File: config.mk
export PLATFORM = sky130hd
export DESIGN_NAME = hazard_detection_unit
export DESIGN_NICKNAME = d
export VERILOG_FILES = /design/src/rtl/hazard_detection_unit.sv
export SDC_FILE = /design/constraint.sdc
export NUM_CORES = 1
export LEC_CHECK = 0
export BUFFER_PORTS_ARGS = -buffer_cell sky130_fd_sc_hd__buf_2
export CORE_AREA = 2 2 39 41
export CTS_BUF_LIST = sky130_fd_sc_hd__clkbuf_16
export DETAILED_ROUTE_END_ITERATION = 7
export DIE_AREA = 0 0 41 43
export HOLD_SLACK_MARGIN = 0.05
export PLACE_DENSITY = 0.64
export SETUP_SLACK_MARGIN = 0.3
export SYNTH_ARGS = -nofsm -noshare
export SYNTH_HDL_FRONTEND = slang
export SYNTH_SLANG_ARGS = --single-unit
File: constraint.sdc
create_clock -name CLK -period 1.3 [get_ports CLK]
set_input_delay 0.26 -clock CLK [delete_from_list [all_inputs] [get_ports CLK]]
set_output_delay 0.26 -clock CLK [all_outputs]
set_load 0.02 [all_outputs]
File: src/rtl/hazard_detection_unit.sv
//=============================================================================
// Module      : hazard_detection_unit
// Description : Load-use stall, EX branch/jump redirect and DMEM freeze control
//               for the pipeline flush logic. Optional macro: HAZARD_PERF_CNT_EN.
// Revision    : 1.0 - initial release
//=============================================================================
`default_nettype none

module hazard_detection_unit #(
    parameter int REG_ADDR_W      = 5,
    parameter int LU_STALL_CYCLES = 1,
    parameter int STALL_CNT_W     = 32
) (
    input  logic                  CLK,
    input  logic                  RESET,
    input  logic [REG_ADDR_W-1:0] ID_RS1,
    input  logic [REG_ADDR_W-1:0] ID_RS2,
    input  logic                  ID_USE_RS1,
    input  logic                  ID_USE_RS2,
    input  logic [REG_ADDR_W-1:0] EX_RD,
    input  logic                  EX_MEM_READ,
    input  logic                  EX_REG_WRITE,
    input  logic                  EX_BJ_TAKEN,
    input  logic                  DMEM_BUSY,
    output logic                  SIG_HAZARDS_D,
    output logic                  SIG_BJ,
    output logic                  PC_HOLD,
    output logic                  PIPE_FREEZE,
    output logic [1:0]            HZ_STATE
`ifdef HAZARD_PERF_CNT_EN
    ,
    output logic [STALL_CNT_W-1:0] STALL_CNT,
    output logic [STALL_CNT_W-1:0] FLUSH_CNT
`endif
);

    typedef enum logic [1:0] {
        RUN      = 2'd0,
        LU_STALL = 2'd1,
        MEM_WAIT = 2'd2
    } hz_state_e;

    localparam logic [1:0] LU_REMAIN_INIT = 2'(LU_STALL_CYCLES - 1);

    generate
        if (LU_STALL_CYCLES < 1 || LU_STALL_CYCLES > 3) begin : g_bad_lu_stall_cycles
            $error("hazard_detection_unit: LU_STALL_CYCLES must be 1..3");
        end
        if (STALL_CNT_W < 1) begin : g_bad_stall_cnt_w
            $error("hazard_detection_unit: STALL_CNT_W must be >= 1");
        end
    endgenerate

    hz_state_e  state_q, state_d;
    hz_state_e  ret_state_q, ret_state_d;
    hz_state_e  eval_state;
    logic [1:0] remain_q, remain_d;
    logic       lu_hit;
    logic       hz_int, bj_int, freeze_int;

    assign lu_hit = EX_MEM_READ && EX_REG_WRITE && (EX_RD != '0) &&
                    ((ID_USE_RS1 && (ID_RS1 == EX_RD)) ||
                     (ID_USE_RS2 && (ID_RS2 == EX_RD)));

    // On freeze release the interrupted state is evaluated directly: no dead cycle.
    assign eval_state = (state_q == MEM_WAIT) ? ret_state_q : state_q;

    always_comb begin
        state_d     = state_q;
        ret_state_d = ret_state_q;
        remain_d    = remain_q;
        hz_int      = 1'b0;
        bj_int      = 1'b0;
        freeze_int  = 1'b0;
        if (DMEM_BUSY) begin
            freeze_int = 1'b1;
            state_d    = MEM_WAIT;
            if (state_q != MEM_WAIT) begin
                ret_state_d = state_q;
            end
        end else begin
            case (eval_state)
                LU_STALL: begin
                    if (EX_BJ_TAKEN) begin
                        bj_int   = 1'b1;
                        remain_d = 2'd0;
                        state_d  = RUN;
                    end else begin
                        hz_int   = 1'b1;
                        remain_d = remain_q - 2'd1;
                        state_d  = (remain_q == 2'd1) ? RUN : LU_STALL;
                    end
                end
                default: begin
                    state_d = RUN;
                    if (EX_BJ_TAKEN) begin
                        bj_int = 1'b1;
                    end else if (lu_hit) begin
                        hz_int = 1'b1;
                        if (LU_STALL_CYCLES > 1) begin
                            remain_d = LU_REMAIN_INIT;
                            state_d  = LU_STALL;
                        end
                    end
                end
            endcase
        end
    end

    always_ff @(posedge CLK or negedge RESET) begin
        if (!RESET) begin
            state_q     <= RUN;
            ret_state_q <= RUN;
            remain_q    <= 2'd0;
        end else begin
            state_q     <= state_d;
            ret_state_q <= ret_state_d;
            remain_q    <= remain_d;
        end
    end

    assign SIG_HAZARDS_D = RESET && hz_int;
    assign SIG_BJ        = RESET && bj_int;
    assign PIPE_FREEZE   = RESET && freeze_int;
    assign PC_HOLD       = SIG_HAZARDS_D || PIPE_FREEZE;
    assign HZ_STATE      = state_q;

`ifdef HAZARD_PERF_CNT_EN
    logic [STALL_CNT_W-1:0] stall_cnt_q, stall_cnt_d;
    logic [STALL_CNT_W-1:0] flush_cnt_q, flush_cnt_d;

    always_comb begin
        stall_cnt_d = stall_cnt_q;
        flush_cnt_d = flush_cnt_q;
        if (SIG_HAZARDS_D && (stall_cnt_q != '1)) begin
            stall_cnt_d = stall_cnt_q + 1'b1;
        end
        if (SIG_BJ && (flush_cnt_q != '1)) begin
            flush_cnt_d = flush_cnt_q + 1'b1;
        end
    end

    always_ff @(posedge CLK or negedge RESET) begin
        if (!RESET) begin
            stall_cnt_q <= '0;
            flush_cnt_q <= '0;
        end else begin
            stall_cnt_q <= stall_cnt_d;
            flush_cnt_q <= flush_cnt_d;
        end
    end

    assign STALL_CNT = stall_cnt_q;
    assign FLUSH_CNT = flush_cnt_q;
`endif

endmodule

`default_nettype wire

* After elaboration in Yosys (flattened, before gate mapping)
Index checks and enable logic that the tools add are counted.
** Storage, ports and cells
- Bits in registers :: 6
- Word-level logic and storage cells :: 38
** Cells by class
- Bitwise logic cells :: 1
- Muxes and demuxes :: 14
- Reduce and logical (&&, ||, !) cells :: 13
- Equal/unequal tests :: 6
- Add/subtract/negate cells :: 1
** Operators by type and width (number)
- $eq 5x5->1 :: 2
- $mux 1 :: 10
- $logic_and 1x1->1 :: 8
- $mux 2 :: 4
- $reduce_bool 5->1 :: 1
- $eq 2x1->1 const B :: 2
- $reduce_and 2->1 :: 2
- $eq 2x2->1 const B :: 1
- $logic_or 1x1->1 :: 2
- $ne 2x2->1 const B :: 1
- $sub 2x1->2 const B :: 1
- $not 1->1 :: 1

* Longest topological paths before layout
Gate-level depths: netlist (run 1).
- Depth in word-level cells :: 10
- Mapped depth :: 4

* Least setup slack after synthesis (run 1)
OpenSTA, ideal clock, no wires.
- Path type :: flip-flop to output port
- Start :: register state_q[0], in the netlist HZ_STATE[0]
- End :: output SIG_HAZARDS_D
- Stages on the path, launching flop included :: 4
- Arrival time :: 1477 ps
- Slack :: -437 ps
- Cell sequence :: dfrtp_1 > and4bb_2 > a21oi_1 > o32ai_1
** On the way
- Word-level cells in the longest chain between the ends :: 6
** RTL lines
- start, declared :: line 54 : hz_state_e state_q, state_d;
- start signal, assigned :: line 116 : state_q <= state_d;
- $eq 2x2->1 :: line 66 : assign eval_state = (state_q == MEM_WAIT) ? ret_state_q : state_q;
- $mux 2 * :: line 66
- $eq 2x1->1 * :: line 82 : case (eval_state)
- $mux 1 * :: line 82
- $mux 1 * :: line 75 : if (DMEM_BUSY) begin
- $logic_and 1x1->1 * :: line 122 : assign SIG_HAZARDS_D = RESET && hz_int;
- end, declared :: line 25 : output logic SIG_HAZARDS_D,
Mark *: on every way between the ends. The rest lies on a longest branch, timed or not.

* Worst setup path after layout (run 1)
Ends and elaborated chain as after synthesis.

==> impl_metrics.py, run 1 <==
metrics = {
    "outcome": {
        "outcome": "complete, but fails checks",
        "violations": "setup timing",
    },
    "sta": {
        "fin_ws_ns": -0.317,
        "final_hold_viol_count": 0,
        "rsz0062_at_grt": "true",
        "fin_crit_ns": 1.62,
        "fin_worst_skew_ns": 0.00353,
        "min_period_over_period_pct": 124,
        "finalSetupTns_ns": -1.37,
        "fmax_mhz": 618,
        "final_max_slew_viol_count": 0,
        "tightest_slew_ns": 0.273,
        "relSlewSlack_pct": 81.8,
        "setup_viol": 6,
    },
    "power": {
        "pwr_density_cell_mw_per_mm2": 947,
        "leakage_nw": 0.476,
        "ir_drop_uv": 450,
    },
    "clock_tree": {
        "cts_max_level": 1,
        "cts_tree": "yes",
        "clk-insertion-delay-late_ns": 0.23,
        "cts.reportedPaths.clkPinSlew_ns": 0.04,
        "clk_path_buf_depth": 2,
        "numClockSinks": 6,
        "cts_root_buf": "clkbuf_16",
        "cts_buffers": 3,
    },
    "synth": {
        "synth_seq_cells": 6,
        "ys_seq_area_share_pct": 34.0,
        "avgSynthCellArea_sq_um": 8.83,
        "synth_edf_count": 0,
        "synthCells": 50,
        "synth.area.top_cells": "dfrtp_1, xor2_1, nand2_1",
        "synth_most_common_cell": "xor2_1",
        "yosysWarnings": 0,
        "yosysUniqueCellTypes": 23,
        "synthFlopType": "dfrtp_1",
        "yosys.area.top_type_share_pct": 34.0,
        "synth_nets": 74,
        "mappedNetlistArea_sq_um": 442,
        "synthTopCellsByCount": "xor2_1, dfrtp_1, nand2_1",
        "synth.largest_area_cell": "dfrtp_1",
        "async_reset_ff_share_pct": 100,
    },
    "die": {
        "die_y_microns": 43,
        "placeableCoreArea_sq_mm": 0.00138,
        "io_pins": 29,
        "die_x_microns": 41,
        "initial_core_util_pct": 31.9,
        "dieArea_sq_mm": 0.00176,
        "rows": 14,
    },
    "worst_setup_path": {
        "worst_ep_arrival_time_ns": 1.36,
        "regToRegEndpoint": "remain_q[0]",
        "r2r_start": "HZ_STATE[0]",
        "worstSetupStartpointType": "flip-flop",
        "r2r_cells": 6,
        "endpoint_kind": "primary output",
        "required_ns": 1.04,
        "path_max_fanout": 3,
        "crit_type": "reg2out",
        "rrSetupSlack_ns": -0.31,
    },
    "run": {
        "cap_viol_max_count": 0,
    },
    "detailed_routing": {
        "drtAntennaViolNets": 0,
        "drt-initial-drc-count": 0,
        "drc_errors": 0,
        "viasPerCell": 4.64,
        "routed_wl_mm": 1.33,
        "wl_per_cell_microns": 11.6,
        "vias": 534,
        "drtPass1Iterations": 1,
    },
    "grt": {
        "antenna_found_initial": 0,
        "grt_pass1_vias": 550,
        "grtUsageTotal_pct": 18.4,
        "grt_max_degree": 6,
        "grt_first_pass_wirelength_mm": 2.17,
        "gr-total-overflow": 0,
    },
    "placement": {
        "place_congestion": 0.687,
        "dp_hpwl_microns": 960,
        "io_buffers": 28,
    },
    "worst_hold_path": {
        "hold_path.class": "in2reg",
        "min_from": "DMEM_BUSY",
        "min_to": "HZ_STATE[1]",
        "hold_depth": 2,
    },
    "final_layout": {
        "nets": 124,
        "fillers": 91,
        "drive_gt1_share_pct": 65.7,
        "utilization_pct": 71.0,
        "diodes": 0,
        "synthToLayoutAreaGrowth_pct": 122,
    },
}
-- sequential cells by signal, summed over array words and instances (netlist names) --
name / cells
HZ_STATE: 2
ret_state_q: 2
remain_q: 2
-- how the worst max path moves through the flow --
stage                     start       endpoint  slack (ns)  cells past startpoint
finish              HZ_STATE[0]  SIG_HAZARDS_D       -0.32                      4
global route        HZ_STATE[0]  SIG_HAZARDS_D       -0.38                      4
global placement       EX_RD[3]        PC_HOLD       -0.33                      6
CTS                 HZ_STATE[0]  SIG_HAZARDS_D       -0.32                      4
floorplan           HZ_STATE[1]        PC_HOLD       -0.12                      3
detailed placement     EX_RD[3]        PC_HOLD       -0.36                      6
-- report_power, final --
group / total, mW / internal, mW / switching (mW)
logic: 0.211 / 0.114 / 0.0968
registers: 0.206 / 0.199 / 0.00759
clock network: 0.514 / 0.400 / 0.114
total: 0.931 / 0.712 / 0.219
-- cells by family after synthesis --
kind of cell               after synthesis  synth area share (%)
AOI/OAI and AO/OA                       11                  17.0
xor gates and xnor gates                10                  19.8
adders and majority gates                1                  2.83
buffers and inverters                    5                  4.25
DFF                                      6                  34.0
and+or+nand+nor                         17                  22.1
-- worst max-delay path: stages (launching register included) --
cell and delay (ns):
dfrtp_2 0.39, and4bb_2 0.32, a21oi_4 0.06, o32ai_4 0.21, buf_6 0.15
-- layout by cell type (no fill, tap or decap), drive strengths merged, types with 2 or more instances in the layout --
master | synthesis | routed
inv | 4 | 5
buf | 0 | 45
o21ai | 3 | 3
dfrtp | 6 | 6
xor2 | 8 | 8
xnor2 | 2 | 2
clkbuf | 1 | 3
a21oi | 3 | 3
nor4 | 2 | 2
nor2 | 2 | 2
nand2 | 5 | 5
nor3 | 2 | 2
-- repair_timing --
item                                    4_1_cts  5_1_grt
setup buffers                                 5        3
pin swaps                                     4        2
hold buffers                                  1        0
hold endpoints to repair                      6        0
gates resized for setup                      26        9
endpoints found under the setup margin        9       10
-- area by class of cell --
type	count	area (sq um)	area share, %
Clock buffer	3	75.1	7.64
Clock inverter	1	3.75	0.382
Inverter	4	17.5	1.78
Multi-Input combinational cell	39	364	37.1
Sequential cell	6	151	15.4
Tap cell	16	20.0	2.04
Timing Repair Buffer	46	350	35.7
-- stage by stage --
stage	setup slack, ns	area [sq um]	hold slack (ns)	std cells	power, mW
6_report	-0.317	982	0.268	115	0.931
5_1_grt	-0.381	982	0.274	115	0.978
4_1_cts	-0.323	925	0.262	112	0.924
3_5_place_dp	-0.358	697	0.190	102	0.357
3_3_place_gp	-0.331	697	0.187	102	0.353
2_1_floorplan	-0.116	474	-0.0356	50	0.277
-- per-layer routing --
| metal | GRT usage, % | vias up | part of all wire, % |
|---|---|---|---|
| li1 | - | 275 | - |
| met1 | 19.7 | 229 | 35 |
| met2 | 31.6 | 27 | 55 |
| met3 | 3.14 | 3 | 7.5 |
| met4 | 10.0 | 0 | 2.3 |
| met5 | 0 | - | 0 |
No activity file was read; power rests on OpenSTA's default activity.
==> run 2, diff against run 1 <==
PLACE_DENSITY = default   (was 0.64)
PLACE_DENSITY_LB_ADDON = 0.05   (was default)
==> run 2 against run 1 <==
Compared with the run above: largest power group unchanged; worst setup slack got worse by 0.0065 ns; utilization is 0.72 points higher; first-iteration DRC count is 5 higher; sequential power about the same; clock skew down 0.00078 ns; global-route usage fell by 0.50 points; the run still ends with setup timing left; total power down 0.99%.
==> impl_metrics.py, run 2 (same netlist as run 1, synthesis figures left out) <==
metrics = {
    "outcome": {
        "outcome": "complete, but fails checks",
        "violations": "setup timing",
    },
    "sta": {
        "rsz0062_at_grt": "true",
        "final_max_slew_viol_count": 0,
        "relSlewSlack_pct": 80.8,
        "final_hold_viol_count": 0,
        "fin_ws_ns": -0.324,
        "setup_viol": 5,
        "fmax_mhz": 616,
        "finalSetupTns_ns": -0.967,
        "fin_crit_ns": 1.62,
        "fin_worst_skew_ns": 0.00275,
        "hold_ws_ns": 0.338,
        "tightest_slew_ns": 0.285,
        "min_period_over_period_pct": 125,
    },
    "final_layout": {
        "nets": 123,
        "diodes": 0,
        "multi_input_area_sq_um": 358,
        "utilization_pct": 71.7,
        "final_cell_mix": "buf_2, buf_6, buf_4",
        "final_cells": 114,
        "fillers": 110,
        "design_area_sq_um": 992,
        "seq_area_sq_um": 151,
        "final_common_cell": "buf_2",
        "synthToLayoutAreaGrowth_pct": 125,
        "drive_gt1_share_pct": 64.3,
    },
    "die": {
        "die_x_microns": 41,
        "die_y_microns": 43,
        "dieArea_sq_mm": 0.00176,
        "rows": 14,
        "io_pins": 29,
        "placeableCoreArea_sq_mm": 0.00138,
        "initial_core_util_pct": 31.9,
    },
    "grt": {
        "use_met3_pct": 6.28,
        "top_usage_layer": "met2",
        "use_met1_pct": 17.4,
        "grtUsageMet2_pct": 29.4,
        "grtUsageTotal_pct": 17.9,
        "grt_pass1_vias": 540,
        "antenna_found_initial": 0,
        "grt_first_pass_wirelength_mm": 2.07,
        "gr-total-overflow": 0,
        "grt_max_degree": 7,
    },
    "detailed_routing": {
        "viasPerCell": 4.82,
        "drtPass1Iterations": 4,
        "drt-initial-drc-count": 5,
        "drtAntennaViolNets": 0,
        "vias": 549,
        "routed_wl_mm": 1.45,
        "wl_per_cell_microns": 12.7,
        "drc_errors": 0,
    },
    "clock_tree": {
        "cts_tree": "yes",
        "cts_max_level": 1,
        "cts_root_buf": "clkbuf_16",
        "clk-insertion-delay-late_ns": 0.23,
        "cts.reportedPaths.clkPinSlew_ns": 0.04,
        "numClockSinks": 6,
        "clk_path_buf_depth": 2,
        "cts_buffers": 3,
    },
    "worst_setup_path": {
        "crit_type": "reg2out",
        "regToRegEndpoint": "remain_q[0]",
        "critPathLaunch": "HZ_STATE[0]",
        "worst_ep_arrival_time_ns": 1.36,
        "required_ns": 1.04,
        "r2r_start": "HZ_STATE[0]",
        "endpoint_kind": "primary output",
        "rrSetupSlack_ns": -0.15,
        "endpoint": "SIG_HAZARDS_D",
        "path_max_fanout": 3,
        "r2r_cells": 5,
        "worstSetupStartpointType": "flip-flop",
    },
    "power": {
        "combPwrFrac_pct": 23.1,
        "ir_drop_uv": 547,
        "pwr_density_cell_mw_per_mm2": 929,
        "switching_share_pct": 22.4,
        "p_clk_share_pct": 54.5,
        "leakage_nw": 0.481,
        "power.share.sequential_pct": 22.5,
        "p_sw_mw": 0.206,
        "power.internal_mw": 0.715,
        "total_power_mw": 0.921,
    },
    "run": {
        "cap_viol_max_count": 0,
    },
    "placement": {
        "io_buffers": 28,
        "pre_cts_ws_ns": -0.381,
        "dpl.cell_count": 104,
        "place_congestion": 0.738,
        "place_area_sq_um": 724,
    },
    "worst_hold_path": {
        "hold_path.class": "in2reg",
    },
}
## run 2: cell types whose count changed in the layout (fill, tap and decap cells not counted)
cell / change
buf_2: -3
buf_12: +1
buf_6: +1
nand2_1: +1
nand2_2: -1
nor2_2: +1
nor2_4: -1
nor4_1: +1
nor4_2: -1
xor2_1: -1
xor2_2: +1
## run 2: layout make-up
cell class / instances / area share [%]
Clock buffer: 3 / 7.57
Clock inverter: 1 / 0.378
Inverter: 4 / 1.77
Multi-Input combinational cell: 39 / 36.1
Sequential cell: 6 / 15.3
Tap cell: 16 / 2.02
Timing Repair Buffer: 45 / 36.9
## run 2: what timing repair did
action | in CTS | in global routing
setup endpoints to repair | 9 | 9
gates resized for setup | 21 | 15
hold buffers | 1 | 0
endpoints found under the hold margin | 6 | 0
pin swaps | 6 | 6
setup buffers | 4 | 1
gates cloned | 0 | 0
## run 2: routing by layer
layer	share of wire, %	vias to the layer above
li1	-	271
met1	33	246
met2	55	30
met3	11	2
met4	1.3	0
met5	0	-
## run 2: how the worst min path moves through the flow
stage	start	to	depth (start not counted)
2_1_floorplan	RESET	HZ_STATE[0]	0
3_3_place_gp	RESET	remain_q[1]	2
3_5_place_dp	RESET	remain_q[1]	2
4_1_cts	EX_BJ_TAKEN	remain_q[1]	3
5_1_grt	EX_BJ_TAKEN	remain_q[1]	3
6_report	EX_BJ_TAKEN	remain_q[1]	3
## run 2: power groups by stage
| stage | logic (mW) | registers [mW] | clock network [mW] |
|---|---|---|---|
| finish | 0.212 | 0.207 | 0.502 |
| CTS | 0.188 | 0.207 | 0.507 |
| floorplan | 0.0687 | 0.208 | 0 |
| global placement | 0.156 | 0.207 | 0 |
| global route | 0.230 | 0.208 | 0.527 |
| detailed placement | 0.157 | 0.208 | 0 |
## run 2: critical path: stages, from the launching register on
cell and delay [ns]:
dfrtp_2 0.39, and4bb_2 0.33, a21oi_4 0.05, o32ai_4 0.21, buf_6 0.15
==> run 3, diff against run 2 <==
PLACE_DENSITY = 0.68   (was default)
PLACE_DENSITY_LB_ADDON = default   (was 0.05)
==> run 3 against run 2 <==
Compared with the run above: the flow still finishes with violations (setup timing); sequential cell count unchanged; clock-buffer cell count did not move; first-iteration DRC count decreased by 80%; sequential power barely moved; critical path type unchanged; global-route usage up 0.15 points; combinational power hardly changed; wire length decreased by 4.2%; largest cell class unchanged; fmax rose by 0.39%; die area unchanged.
==> impl_metrics.py, run 3 (same netlist as run 1, synthesis figures left out) <==
metrics = {
    "sta": {
        "finalSetupTns_ns": -1.22,
        "relSlewSlack_pct": 80.2,
        "final_max_slew_viol_count": 0,
        "tightest_slew_ns": 0.294,
        "fmax_mhz": 618,
        "min_period_over_period_pct": 124,
        "fin_crit_ns": 1.62,
        "setup_viol": 5,
        "fin_ws_ns": -0.317,
        "final_hold_viol_count": 0,
        "fin_worst_skew_ns": 0.00222,
        "rsz0062_at_grt": "true",
    },
    "worst_setup_path": {
        "slowest_delay_ns": 0.39,
        "worstSetupStartpointType": "flip-flop",
        "worst_ep_arrival_time_ns": 1.36,
        "worstPathBufferInverterCount": 1,
        "crit_type": "reg2out",
        "required_ns": 1.04,
        "path_max_fanout": 3,
        "crit_family": "flip-flops",
        "endpoint_kind": "primary output",
        "cp_slowest_cell": "dfrtp_2",
        "crit_chain": "and4bb_2 > a21oi_4 > o32ai_4 > buf_6",
    },
    "final_layout": {
        "multi_input_area_sq_um": 362,
        "drive_gt1_share_pct": 64.9,
        "synthToLayoutAreaGrowth_pct": 125,
        "final_cell_mix": "buf_2, buf_4, buf_6",
        "seq_area_sq_um": 151,
        "diodes": 0,
        "nets": 122,
        "fillers": 93,
        "utilization_pct": 71.8,
    },
    "detailed_routing": {
        "drtPass1Iterations": 2,
        "drtAntennaViolNets": 0,
        "routed_wl_mm": 1.39,
        "wl_per_cell_microns": 12.3,
        "vias": 552,
        "viasPerCell": 4.88,
        "drc_errors": 0,
        "drt-initial-drc-count": 1,
    },
    "outcome": {
        "outcome": "complete, but fails checks",
        "violations": "setup timing",
    },
    "clock_tree": {
        "cts_tree": "yes",
        "clk_path_buf_depth": 2,
        "cts_buffers": 3,
        "clk-insertion-delay-late_ns": 0.23,
        "cts_root_buf": "clkbuf_16",
        "cts.reportedPaths.clkPinSlew_ns": 0.03,
        "cts_max_level": 1,
        "numClockSinks": 6,
    },
    "run": {
        "cap_viol_max_count": 0,
    },
    "grt": {
        "antenna_found_initial": 0,
        "grtUsageTotal_pct": 18.0,
        "grt_max_degree": 6,
        "grt_first_pass_wirelength_mm": 2.12,
        "gr-total-overflow": 0,
        "grt_pass1_vias": 544,
    },
    "placement": {
        "dp_hpwl_microns": 936,
        "pre_cts_ws_ns": -0.363,
        "io_buffers": 28,
        "place_congestion": 0.652,
    },
    "power": {
        "total_power_mw": 0.929,
        "leakage_nw": 0.481,
        "ir_drop_uv": 470,
        "pwr_density_cell_mw_per_mm2": 935,
    },
    "die": {
        "rows": 14,
        "io_pins": 29,
        "die_y_microns": 43,
        "placeableCoreArea_sq_mm": 0.00138,
        "initial_core_util_pct": 31.9,
        "die_x_microns": 41,
        "dieArea_sq_mm": 0.00176,
    },
    "worst_hold_path": {
        "hold_path.class": "in2reg",
    },
}
-- run 3: path summary, 6_finish.rpt --
check | from | endpoint | slack (ns) | cells past startpoint
worst max-delay path | HZ_STATE[0] | SIG_HAZARDS_D | -0.32 | 4
worst min-delay path | EX_BJ_TAKEN | remain_q[1] | 0.33 | 3
worst max register to register | HZ_STATE[0] | remain_q[0] | -0.24 | 6
worst min register to register | remain_q[1] | remain_q[1] | 0.48 | 2
max in group asynchronous | RESET | HZ_STATE[0] | 0.58 | 4
min in group asynchronous | RESET | ret_state_q[1] | 0.59 | 4
-- run 3: per-layer routing --
metal | GRT usage, % | wire length, microns | up-vias
met3 | 5.24 | 99 | 3
li1 | - | - | 272
met5 | 0 | 0 | -
met4 | 8.00 | 27 | 0
met2 | 31.6 | 754 | 28
met1 | 18.2 | 503 | 249
-- run 3: cell type report --
class	instances	area share [%]
clock buffers	3	7.56
clock inverters	1	0.378
inverters	4	1.51
multi-input cells	39	36.4
flip-flops and latches	6	15.2
well taps	16	2.02
repair buffers	44	36.9
-- run 3: power breakdown --
group | total [mW] | switching (mW) | internal (mW)
combinational | 0.213 | 0.0944 | 0.118
sequential | 0.208 | 0.00957 | 0.199
clock | 0.508 | 0.109 | 0.399
-- run 3: stage by stage --
step	cells	hold WS [ns]	cell area (sq um)
floorplan	50	-0.0356	474
global placement	102	0.178	709
detailed placement	102	0.179	709
CTS	111	0.330	927
global route	113	0.343	993
finish	113	0.329	993
-- run 3: timing repair --
| action | in CTS | in global routing |
|---|---|---|
| endpoints found under the setup margin | 9 | 10 |
| setup buffers | 4 | 2 |
| hold buffers | 1 | 0 |
| endpoints found under the hold margin | 6 | 0 |
| gates resized for setup | 25 | 12 |
| pin swaps | 7 | 5 |
-- run 3: worst reg2reg max path, delay by kind of cell, from the launching register on --
| family | cells | cell delay [ns] |
|---|---|---|
| and+or+nand+nor | 2 | 0.65 |
| DFF | 1 | 0.39 |
| buffers and inverters | 2 | 0.25 |
| AOI/OAI and AO/OA | 2 | 0.18 |
